`src/rtl/param_seq_mac.sv`:
```
// Three-stage sequential MAC with element-wise add/multiply modes and a saturating downcast.
// Define SEQ_MAC_ROUND_EN to round half-up before the FRAC_BITS shift; otherwise the shift truncates.
module param_seq_mac #(
  parameter int DWIDTH    = 16,
  parameter int ACC_WIDTH = 40,
  parameter int FRAC_BITS = 8,
  parameter int CNT_WIDTH = 8
) (
  input  logic                 clk,
  input  logic                 reset,
  input  logic                 in_valid,
  output logic                 in_ready,
  input  logic [DWIDTH-1:0]    a,
  input  logic [DWIDTH-1:0]    b,
  input  logic [1:0]           mode,
  input  logic                 in_last,
  output logic                 out_valid,
  input  logic                 out_ready,
  output logic [DWIDTH-1:0]    out,
  output logic                 out_sat,
  output logic [CNT_WIDTH-1:0] out_count
);

  typedef enum logic {ST_IDLE, ST_ACCUM} state_t;
  typedef enum logic [1:0] {OP_MAC = 2'b00, OP_ADD = 2'b01, OP_MUL = 2'b10} op_t;

  localparam int PW = 2 * DWIDTH;
  localparam int XW = ACC_WIDTH + 1;
  localparam logic signed [XW-1:0] OUT_MAX = {{(XW-DWIDTH+1){1'b0}}, {(DWIDTH-1){1'b1}}};
  localparam logic signed [XW-1:0] OUT_MIN = {{(XW-DWIDTH+1){1'b1}}, {(DWIDTH-1){1'b0}}};

  state_t r_state, w_state_next;
  op_t    w_op;
  logic   w_en, w_accept;

  // One enable freezes the whole pipeline while a result waits for the consumer.
  assign w_en     = !(out_valid && !out_ready);
  assign in_ready = reset || w_en;
  assign w_accept = in_valid && w_en;

  // NOTE: every signal driven here gets a default first, so no path can infer a latch.
  always_comb begin
    w_state_next = r_state;
    w_op         = OP_MAC;
    if (r_state == ST_IDLE) begin
      case (mode)
        2'b01:   w_op = OP_ADD;
        2'b10:   w_op = OP_MUL;
        default: w_op = OP_MAC;
      endcase
    end
    if (w_accept && w_op == OP_MAC) begin
      if (r_state == ST_IDLE && !in_last)      w_state_next = ST_ACCUM;
      else if (r_state == ST_ACCUM && in_last) w_state_next = ST_IDLE;
    end
  end

  // NOTE: sequential state uses non-blocking assignments so every register samples pre-edge values.
  always_ff @(posedge clk) begin
    if (reset) r_state <= ST_IDLE;
    else       r_state <= w_state_next;
  end

  // Stage 1: operand capture; mode is forced to MAC for all elements after the first of a sequence.
  logic                     r_s1_valid, r_s1_first, r_s1_last;
  op_t                      r_s1_op;
  logic signed [DWIDTH-1:0] r_s1_a, r_s1_b;

  always_ff @(posedge clk) begin
    if (reset)     r_s1_valid <= 1'b0;
    else if (w_en) r_s1_valid <= in_valid;
  end

  // NOTE: datapath registers carry no reset; their contents only matter when the matching valid is set.
  always_ff @(posedge clk) begin
    if (w_en) begin
      r_s1_a     <= a;
      r_s1_b     <= b;
      r_s1_op    <= w_op;
      r_s1_first <= (r_state == ST_IDLE);
      r_s1_last  <= in_last;
    end
  end

  // Stage 2: full-precision product or sign-extended sum.
  logic signed [PW-1:0] w_a_ext, w_b_ext, w_s2_res;
  logic signed [PW-1:0] r_s2_res;
  logic                 r_s2_valid, r_s2_first, r_s2_last;
  op_t                  r_s2_op;

  assign w_a_ext  = PW'(r_s1_a);
  assign w_b_ext  = PW'(r_s1_b);
  assign w_s2_res = (r_s1_op == OP_ADD) ? (w_a_ext + w_b_ext) : (w_a_ext * w_b_ext);

  always_ff @(posedge clk) begin
    if (reset)     r_s2_valid <= 1'b0;
    else if (w_en) r_s2_valid <= r_s1_valid;
  end

  always_ff @(posedge clk) begin
    if (w_en) begin
      r_s2_res   <= w_s2_res;
      r_s2_op    <= r_s1_op;
      r_s2_first <= r_s1_first;
      r_s2_last  <= r_s1_last;
    end
  end

  // Stage 3: accumulate (wrapping), then shift and clamp into the output register.
  logic signed [ACC_WIDTH-1:0] r_acc, w_prod_ext, w_acc_next, w_val;
  logic [CNT_WIDTH-1:0]        r_cnt, w_cnt_next;
  logic                        w_is_mac, w_emit;

  assign w_is_mac   = (r_s2_op == OP_MAC);
  assign w_prod_ext = ACC_WIDTH'(r_s2_res);
  assign w_acc_next = r_s2_first ? w_prod_ext : (r_acc + w_prod_ext);
  assign w_cnt_next = r_s2_first ? CNT_WIDTH'(1)
                    : ((&r_cnt) ? r_cnt : (r_cnt + CNT_WIDTH'(1)));
  assign w_val      = w_is_mac ? w_acc_next : w_prod_ext;
  assign w_emit     = r_s2_valid && (!w_is_mac || r_s2_last);

  logic signed [XW-1:0] w_pre, w_shr;

`ifdef SEQ_MAC_ROUND_EN
  if (FRAC_BITS > 0) begin : g_round
    localparam logic signed [XW-1:0] RND = XW'(1) << (FRAC_BITS - 1);
    assign w_pre = XW'(w_val) + RND;
  end else begin : g_trunc
    assign w_pre = XW'(w_val);
  end
`else
  assign w_pre = XW'(w_val);
`endif

  assign w_shr = w_pre >>> FRAC_BITS;

  logic [DWIDTH-1:0] w_out_next;
  logic              w_sat_next;

  always_comb begin
    w_out_next = w_shr[DWIDTH-1:0];
    w_sat_next = 1'b0;
    if (w_shr > OUT_MAX) begin
      w_out_next = OUT_MAX[DWIDTH-1:0];
      w_sat_next = 1'b1;
    end else if (w_shr < OUT_MIN) begin
      w_out_next = OUT_MIN[DWIDTH-1:0];
      w_sat_next = 1'b1;
    end
  end

  always_ff @(posedge clk) begin
    if (reset) begin
      out_valid <= 1'b0;
      out       <= '0;
      out_sat   <= 1'b0;
      out_count <= '0;
      r_acc     <= '0;
      r_cnt     <= '0;
    end else if (w_en) begin
      out_valid <= w_emit;
      if (w_emit) begin
        out       <= w_out_next;
        out_sat   <= w_sat_next;
        out_count <= w_is_mac ? w_cnt_next : CNT_WIDTH'(1);
      end
      if (r_s2_valid && w_is_mac) begin
        r_acc <= w_acc_next;
        r_cnt <= w_cnt_next;
      end
    end
  end

endmodule

```
`config.mk`:
```
export PLATFORM = sky130hd
export DESIGN_NAME = param_seq_mac
export DESIGN_NICKNAME = d
export VERILOG_FILES = /design/src/rtl/param_seq_mac.sv
export SDC_FILE = /design/constraint.sdc
export NUM_CORES = 1
export LEC_CHECK = 0
export ABC_AREA = 1
export CAP_MARGIN = 30
export CORE_UTILIZATION = 55
export CTS_BUF_LIST = sky130_fd_sc_hd__clkbuf_8
export DETAILED_ROUTE_END_ITERATION = 16
export DONT_BUFFER_PORTS = 1
export GPL_TIMING_DRIVEN = 0
export PLACE_DENSITY_LB_ADDON = 0.12
export SLEW_MARGIN = 20
export SYNTH_ARGS = -nofsm -noshare
export SYNTH_HDL_FRONTEND = slang
export SYNTH_SLANG_ARGS = --single-unit
```
`constraint.sdc`:
```
create_clock -name clk -period 6.95 [get_ports clk]
set_clock_uncertainty 0.1 [all_clocks]
set_input_delay 1.39 -clock clk [delete_from_list [all_inputs] [get_ports clk]]
set_output_delay 1.39 -clock clk [all_outputs]
set_load 0.01 [all_outputs]
```
## After elaboration in Yosys (flattened, before gate mapping)

Index checks and enable logic that the tools add are counted.

- Register bits after elaboration: 149
- Input port bits: 39
- Logic and storage cells: 63

- Reductions and logical operators: 20
- Multipliers: 1
- Equality and inequality tests: 3
- Bitwise operators: 2
- Add/subtract/negate cells: 3
- Muxes and demuxes: 14
- Magnitude comparators: 2

Operators with widths:

| cell | count |
|---|---|
| $mux W40 | 2 |
| $add A40 B32 Y40 | 1 |
| $gt A32 B16 Y1 const B | 1 |
| $lt A32 B16 Y1 const B | 1 |
| $mul A16 B16 Y32 | 1 |
| $mux W16 | 2 |
| $mux W32 | 1 |
| $mux W8 | 3 |
| $add A16 B16 Y17 | 1 |
| $add A8 B1 Y8 const B | 1 |
| $reduce_and A8 Y1 | 1 |
| $logic_and A1 B1 Y1 | 7 |
| $reduce_and A2 Y1 | 3 |
| $eq A2 B1 Y1 const B | 2 |
| $logic_not A1 Y1 | 4 |
| $logic_not A2 Y1 | 2 |
| $mux W1 | 4 |
| $pmux W2 S2 | 1 |
| $eq A2 B2 Y1 const B | 1 |
| $logic_or A1 B1 Y1 | 2 |
| $mux W2 | 1 |
| $not A1 Y1 | 2 |
| $reduce_bool A2 Y1 | 1 |

## Longest topological paths before layout

Gate-level depths: netlist of run 1.

- Depth in word-level cells: 6
- Depth in mapped cells: 32
- Gate-level depth less buffers: 31

## Worst setup path before layout of run 1

Ideal clock, no wire load.

- Path kind: reg-to-reg
- Start: register r_s1_a[15]
- End: register r_s2_res[30] (data pin)
- Setup time: 0.256 ns
- Path slack: 0.599 ns
- Period minus slack after synthesis: 6.351 ns
- Stages on the path, launching flop included: 25
- Data required time: 6.594 ns
- Arrival: 5.995 ns
- Path through: edfxtp_1 clkbuf_1 clkbuf_1 nand2_1 fa_1 inv_1 fa_1 fa_1 fa_1 fa_1 inv_1 fa_1 inv_1 ha_1 nand2_1 nor2_1 a211oi_1 nor3_1 nor3_1 o211ai_1 a21oi_1 o21bai_1 or2_2 nand3_1 nand2_1

- Cells in the longest elaborated chain, start to end: 2

RTL lines:

| item | RTL line | text |
|---|---|---|
| start: declaration | 67 | `logic signed [DWIDTH-1:0] r_s1_a, r_s1_b;` |
| start signal: assignment | 77 | `r_s1_a <= a;` |
| $mul A16 B16 Y32 or $add A16 B16 Y17 (tied branches) | 93 | `assign w_s2_res = (r_s1_op == OP_ADD) ? (w_a_ext + w_b_ext) : (w_a_ext * w_b_ext);` |
| $mux W32 (*) | 93 |  |
| named net w_s2_res[30] | 86 | `logic signed [PW-1:0] w_a_ext, w_b_ext, w_s2_res;` |
| end signal: assignment | 102 | `r_s2_res <= w_s2_res;` |
| end: declaration | 87 | `logic signed [PW-1:0] r_s2_res;` |

The timed path passes the listed nets; every way through them passes the cells marked *.
A chain may end at the register's enable or synchronous reset.

## Worst setup path in the final report of run 1

- Start: register r_s1_a[8]
- End: register r_s2_res[30] (data pin)

Same word-level chain as after synthesis.

==> metrics, run 1 <==
Initial Utilization=55.8%; run status=complete, no violations; portion of the post-synthesis area used by sequential elements=18.2%; clock tree root driver cell=sky130_fd_sc_hd__clkbuf_8; die boundary width=194 um; # clock sinks=149; Syn-to-layout area delta=6.12%; worst-margin pin slew=0.925 ns; syn_nets=3217; number of diodes=0; total of flip-flops plus latches after synthesis=149; share of cells above drive strength 1=5.82%; Hold Crit Class=flop to flop; Final Setup Violations=0; Filler cells=3506; Final Hold Violating Endpoints=0; average vias per placed instance=5.38; pins over their slew limit=0; Buffers on Ports=0; data required time at the worst endpoint=7.13 ns; Warnings, synthesis=0; final worst path period share=98.1%; share of synthesized flip-flops with an asynchronous set or reset=0%; highest clock rate=0.147 GHz; full die area=37800 um2; Crit path buffers/inverters=4; number of violations of the max-capacitance limit=0; GRT Util Overall=35.1%; synth unique cells=51; number of routed nets with antenna violations=0; placeable core region=36500 um2; Max-slew headroom=38.4%; most used flip-flop cell after synthesis=sky130_fd_sc_hd__dfxtp_1; CP Capture Type=flop; family with the most delay on the worst path=adder cells; arrival time of data at the critical path endpoint=7.00 ns; clock latency reported for the late side of the worst-skew pair=0.54 ns; total wire length=62900 um; type of origin of the critical path=flop; maximum number of pins on one net before global-route repair=45; total iterations of the first detailed-routing run=6; first-pass GRT wire length=99500 um; largest buffer count on any clock path=2; most common library cell in the layout ignoring fill and taps=sky130_fd_sc_hd__inv_1; Max H-tree Level=4; Final Critical Period=6.82 ns; Die Height=194 um; number of antenna violations at the first check in global routing=1; dpl hpwl=52100 um; number of enable flip-flop cells after synthesis=72; cell-by-cell listing of the critical path=buf_2 -> nand2_1 -> inv_1 -> fa_1 -> fa_1 -> fa_1 -> fa_1 -> fa_1 -> inv_1 -> fa_1 -> inv_1 -> ha_1 -> a21oi_2 -> nor2_1 -> a211oi_2 -> nor3_1 -> nor3_2 -> o211ai_1 -> a21oi_1 -> o21bai_1 -> or2_2 -> nand3_1 -> nand2_1; vias in the first global route=17400; WL/cell=19.1 um; synthesized area=20400 um2; CP dominant cell by count=sky130_fd_sc_hd__fa_1; Slowest cell on crit path=sky130_fd_sc_hd__edfxtp_1; number of top-level pins=66; nets@finish=3250; clock tree from TritonCTS=yes; Congestion Overflow GR=0; Min Hold Slack=0.341 ns; number of placement rows=70; number of DRC violations after detailed-routing iteration 0=1554; worst setup path category=flop to flop; GPL Wtd Cong=1.04; total number of vias=17700; average size of a mapped cell=7.34 um2; DRC errors left=0; Reg clk slew, reported paths=0.10 ns; max incr delay on CP=0.62 ns; crit path max fanout=10; post-synthesis cell count=2774; top library cells by usage in the layout, fill and taps aside=sky130_fd_sc_hd__inv_1 (704), sky130_fd_sc_hd__nand2_1 (692), sky130_fd_sc_hd__fa_1 (262); RSZ-0062 raised after global routing=true; number of buffers created by CTS=17
path summary, 6_finish.rpt:
kind / cells after the start / slack, ns / from / endpoint
min reg2reg: 0 / 0.34 / r_s1_first / r_s2_first
max reg2reg: 23 / 0.13 / r_s1_a[8] / r_s2_res[30]
min: 0 / 0.34 / r_s1_first / r_s2_first
max: 23 / 0.13 / r_s1_a[8] / r_s2_res[30]
per-layer routing:
metal | GRT usage [%] | part of all wire, % | vias up
li1 | - | - | 8431
met1 | 52.4 | 47 | 8504
met2 | 52.3 | 42 | 658
met3 | 7.37 | 8.9 | 95
met4 | 7.52 | 1.8 | 0
met5 | 0 | 0 | -
sequential cells by signal, summed over array words and instances (netlist names):
name	cells
out	16
out_sat	1
r_acc	40
r_s1_first	1
r_s2_op	2
r_s2_valid	1
r_s2_first	1
r_s1_op	2
r_s2_res	32
r_cnt	8
r_s1_a	16
r_s2_last	1
out_valid	1
r_s1_last	1
r_state	1
r_s1_valid	1
out_count	8
r_s1_b	16
synth_stat cells (all sizes together), types with 2 or more instances:
master | n | area [um2]
nand2 | 705 | 2680
a21oi | 144 | 762
or2 | 22 | 138
o211ai | 11 | 82.6
ha | 140 | 1750
nor4 | 5 | 46.3
o22ai | 3 | 18.8
clkinv | 3 | 11.3
nand3b | 3 | 22.5
clkbuf | 65 | 244
a211oi | 9 | 67.6
and2 | 2 | 12.5
a21boi | 3 | 22.5
nor3 | 21 | 110
dfxtp | 77 | 1540
nand4 | 14 | 87.6
nor2 | 164 | 638
nand3 | 86 | 453
fa | 264 | 5290
o21bai | 34 | 255
xor2 | 27 | 236
inv | 711 | 2670
a31oi | 8 | 50.1
xnor2 | 16 | 140
buf | 11 | 65.1
o21a | 3 | 22.5
edfxtp | 72 | 2160
o21ai | 143 | 727
stage by stage:
step                      utilization (%)  TNS [ns]  setup WS (ns)  instances  instance area (um2)
after floorplan                         -         0          0.599       2774                20400
after global placement               57.4     -1.67         -0.598       3242                20900
after detailed placement             57.4     -1.64         -0.609       3243                21000
after CTS                            58.9         0         0.0141       3284                21500
after global routing                 59.2   -0.0749        -0.0749       3288                21600
final                                59.2         0          0.131       3288                21600
logic make-up after synthesis:
family / Yosys count / synth area share [%]
adders and majority gates: 404 / 34.6
DFF: 149 / 18.2
and+or+nand+nor: 1023 / 20.6
buffers and inverters: 790 / 14.7
AOI/OAI and AO/OA: 365 / 10.2
xor gates and xnor gates: 43 / 1.85
area by class of cell:
| cell class | count | area (um2) | share of cell area, % |
|---|---|---|---|
| repair buffers | 17 | 160 | 0.741 |
| plain buffers | 73 | 352 | 1.63 |
| flip-flops and latches | 149 | 3700 | 17.1 |
| inverters | 714 | 2680 | 12.4 |
| well taps | 468 | 586 | 2.71 |
| clock inverters | 14 | 171 | 0.793 |
| clock buffers | 18 | 248 | 1.15 |
| multi-input cells | 1835 | 13700 | 63.4 |
timing repair:
action	CTS	global route
pin swaps	1	2
endpoints found under the setup margin	6	11
setup buffers	11	5
endpoints found under the hold margin	0	0
gates resized for setup	22	47
hold buffers	0	0
Power of run 1 is left out: the tool's default activity adds up to more than one toggle a clock period on the data nets, which glitch-free logic cannot reach.
==> inputs of run 2 (changes only) <==
==> constraint.sdc (replaced) <==
create_clock -name clk -period 6.95 [get_ports clk]
set_clock_uncertainty 0.1 [all_clocks]
set_input_delay 0 -clock clk [delete_from_list [all_inputs] [get_ports clk]]
set_output_delay 0 -clock clk [all_outputs]
set_load 0.01 [all_outputs]
==> run 2 against run 1 <==
  * Clock-buffer cell count is the same
  * Routed wire length grew 1.9%
  * Flip-flop and latch count is the same
  * Setup slack gained 0.034 ns
  * Highest routed layer unchanged
  * Maximum frequency grew 0.50%
==> metrics, run 2 (synthesized netlist as in run 1, its figures left out) <==
GPL Wtd Cong=1.04 (unchanged); cell-by-cell listing of the critical path=clkbuf_2 -> nand2_1 -> fa_1 -> inv_1 -> fa_1 -> fa_1 -> fa_1 -> fa_1 -> inv_1 -> fa_1 -> inv_1 -> ha_1 -> a21oi_2 -> nor2_1 -> a211oi_2 -> nor3_1 -> nor3_2 -> o211ai_1 -> a21oi_1 -> o21bai_1 -> or2_2 -> nand3_1 -> nand2_1; vias in the first global route=17700 (+1.8%); most common library cell in the layout ignoring fill and taps=sky130_fd_sc_hd__inv_1; PnR worst setup slack=0.165 ns (+0.0342 ns); Initial Utilization=55.8% (unchanged); Congestion Overflow GR=0 (unchanged); number of top-level pins=66 (unchanged); average vias per placed instance=5.37 (-0.20%); Final Setup Violations=0 (unchanged); pre-CTS setup slack=-0.609 ns (unchanged); CP Capture Type=flop; dpl hpwl=52100 um (unchanged); total wire length=64100 um (+1.9%); nets@finish=3331 (+2.5%); FF-to-FF Start=r_s1_b[7]; GRT Util Overall=35.6% (+0.51 points); worst-margin pin slew=0.959 ns (+0.0346 ns); number of diodes=0 (unchanged); Final Critical Period=6.79 ns (-0.0342 ns); Buffers on Ports=0 (unchanged); type of origin of the critical path=flop; reg-to-reg slack, setup=0.16 ns (+0.03 ns); Slowest cell on crit path=sky130_fd_sc_hd__edfxtp_1; number of cells on the worst hold path=1 (+1); die boundary width=194 um (unchanged); CP dominant cell by count=sky130_fd_sc_hd__fa_1; DRC errors left=0 (unchanged); Final Hold Violating Endpoints=0 (unchanged); min-delay src=b[4]; number of antenna violations at the first check in global routing=0 (-1); Filler cells=3413 (-2.7%); Hold Crit Class=primary input to flop; number of routed nets with antenna violations=0 (unchanged); Die Height=194 um (unchanged); max incr delay on CP=0.68 ns (+0.06 ns); first-pass GRT wire length=101000 um (+1.4%); WL/cell=19.0 um (-0.59%); worst setup path category=flop to flop; clock latency reported for the late side of the worst-skew pair=0.54 ns (about the same); # clock sinks=149 (unchanged); share of cells above drive strength 1=6.07% (+0.25 points); final worst path period share=97.6% (-0.49 points); worst-case hold path end point=r_s1_b[4]; number of DRC violations after detailed-routing iteration 0=1721 (+11%); Largest regs=r_acc x40, r_s2_res x32; Max-slew headroom=36.1% (-2.3 points); number of flip-flops under the largest register name=40 (unchanged); end of the worst register-to-register path=r_s2_res[30]; Reg clk slew, reported paths=0.09 ns (about the same); pins over their slew limit=0 (unchanged); arrival time of data at the critical path endpoint=6.97 ns (-0.03 ns); number of buffers created by CTS=17 (unchanged); RSZ-0062 raised after global routing=true; run status=complete, no violations; top library cells by usage in the layout, fill and taps aside=sky130_fd_sc_hd__inv_1 (704), sky130_fd_sc_hd__nand2_1 (692), sky130_fd_sc_hd__fa_1 (262); crit path max fanout=10 (unchanged); placeable core region=36500 um2 (unchanged); clock tree from TritonCTS=yes; total number of vias=18100 (+2.3%); Syn-to-layout area delta=10.0%; data required time at the worst endpoint=7.13 ns (about the same); Max H-tree Level=4 (unchanged); worst r2r path cells=23 (unchanged); maximum number of pins on one net before global-route repair=45 (unchanged); register with the most flip-flops=r_acc; full die area=37800 um2 (unchanged); largest buffer count on any clock path=2 (unchanged); number of violations of the max-capacitance limit=0 (unchanged); clock tree root driver cell=sky130_fd_sc_hd__clkbuf_8; highest clock rate=0.147 GHz (+0.50%); number of placement rows=70 (unchanged); total iterations of the first detailed-routing run=6 (unchanged)
## run 2: how the worst max path moves through the flow
stage,from,to,slack [ns],cells after the start
2_1_floorplan,r_s1_a[15],r_s2_res[30],0.60,24
3_3_place_gp,r_s1_a[15],r_s2_res[30],-0.60,24
3_5_place_dp,r_s1_a[15],r_s2_res[30],-0.61,24
4_1_cts,r_s1_a[5],r_s2_res[30],0.01,22
5_1_grt,r_s1_b[11],r_s2_res[30],-0.01,24
6_report,r_s1_b[7],r_s2_res[30],0.16,23
## run 2: area by class of cell
type	instances	area (um2)	area share [%]
multi-input combinational	1835	13700	61.2
sequential	149	3700	16.5
inverter	714	2680	12.0
timing repair buffer	98	943	4.21
tap	468	586	2.61
buffer	73	355	1.59
clock buffer	18	248	1.11
clock inverter	14	171	0.765
## run 2: routing by layer
layer  share of wire (%)  GRT usage (%)  up-vias
li1                    -              -     8591
met3                 9.6           7.60       89
met1                  46           52.7     8723
met2                  42           53.5      684
met4                 2.0           7.97        0
met5                   0              0        -
## run 2: critical path, delay by kind of cell, from the launching register on
| kind | cells | cell delay [ns] |
|---|---|---|
| adder cells (fa/ha/maj) | 7 | 3.45 |
| buffers and inverters | 4 | 0.50 |
| AO/OA/AOI/OAI | 5 | 0.87 |
| AND/OR/NAND/NOR | 7 | 0.90 |
| flip-flops | 1 | 0.68 |
## run 2: repair_timing
item | CTS | global route
pin swaps | 1 | 4
endpoints found under the setup margin | 6 | 11
hold buffers | 70 | 0
endpoints found under the hold margin | 44 | 0
resized for setup | 22 | 51
cloned | 0 | 0
buffers inserted | 11 | 16
## run 2: through the flow
stage	hold WS [ns]	cell area [um2]	util [%]	TNS [ns]	cells
after detailed placement	-0.00109	21000	57.4	-1.64	3243
after floorplan	-0.00113	20400	-	0	2774
after global placement	-0.00109	20900	57.4	-1.67	3242
final	0.0135	22400	61.3	0	3369
after CTS	0.00261	22200	60.8	0	3354
after global routing	0.00558	22400	61.3	-0.0113	3369
Power of run 2 is left out for the same reason.
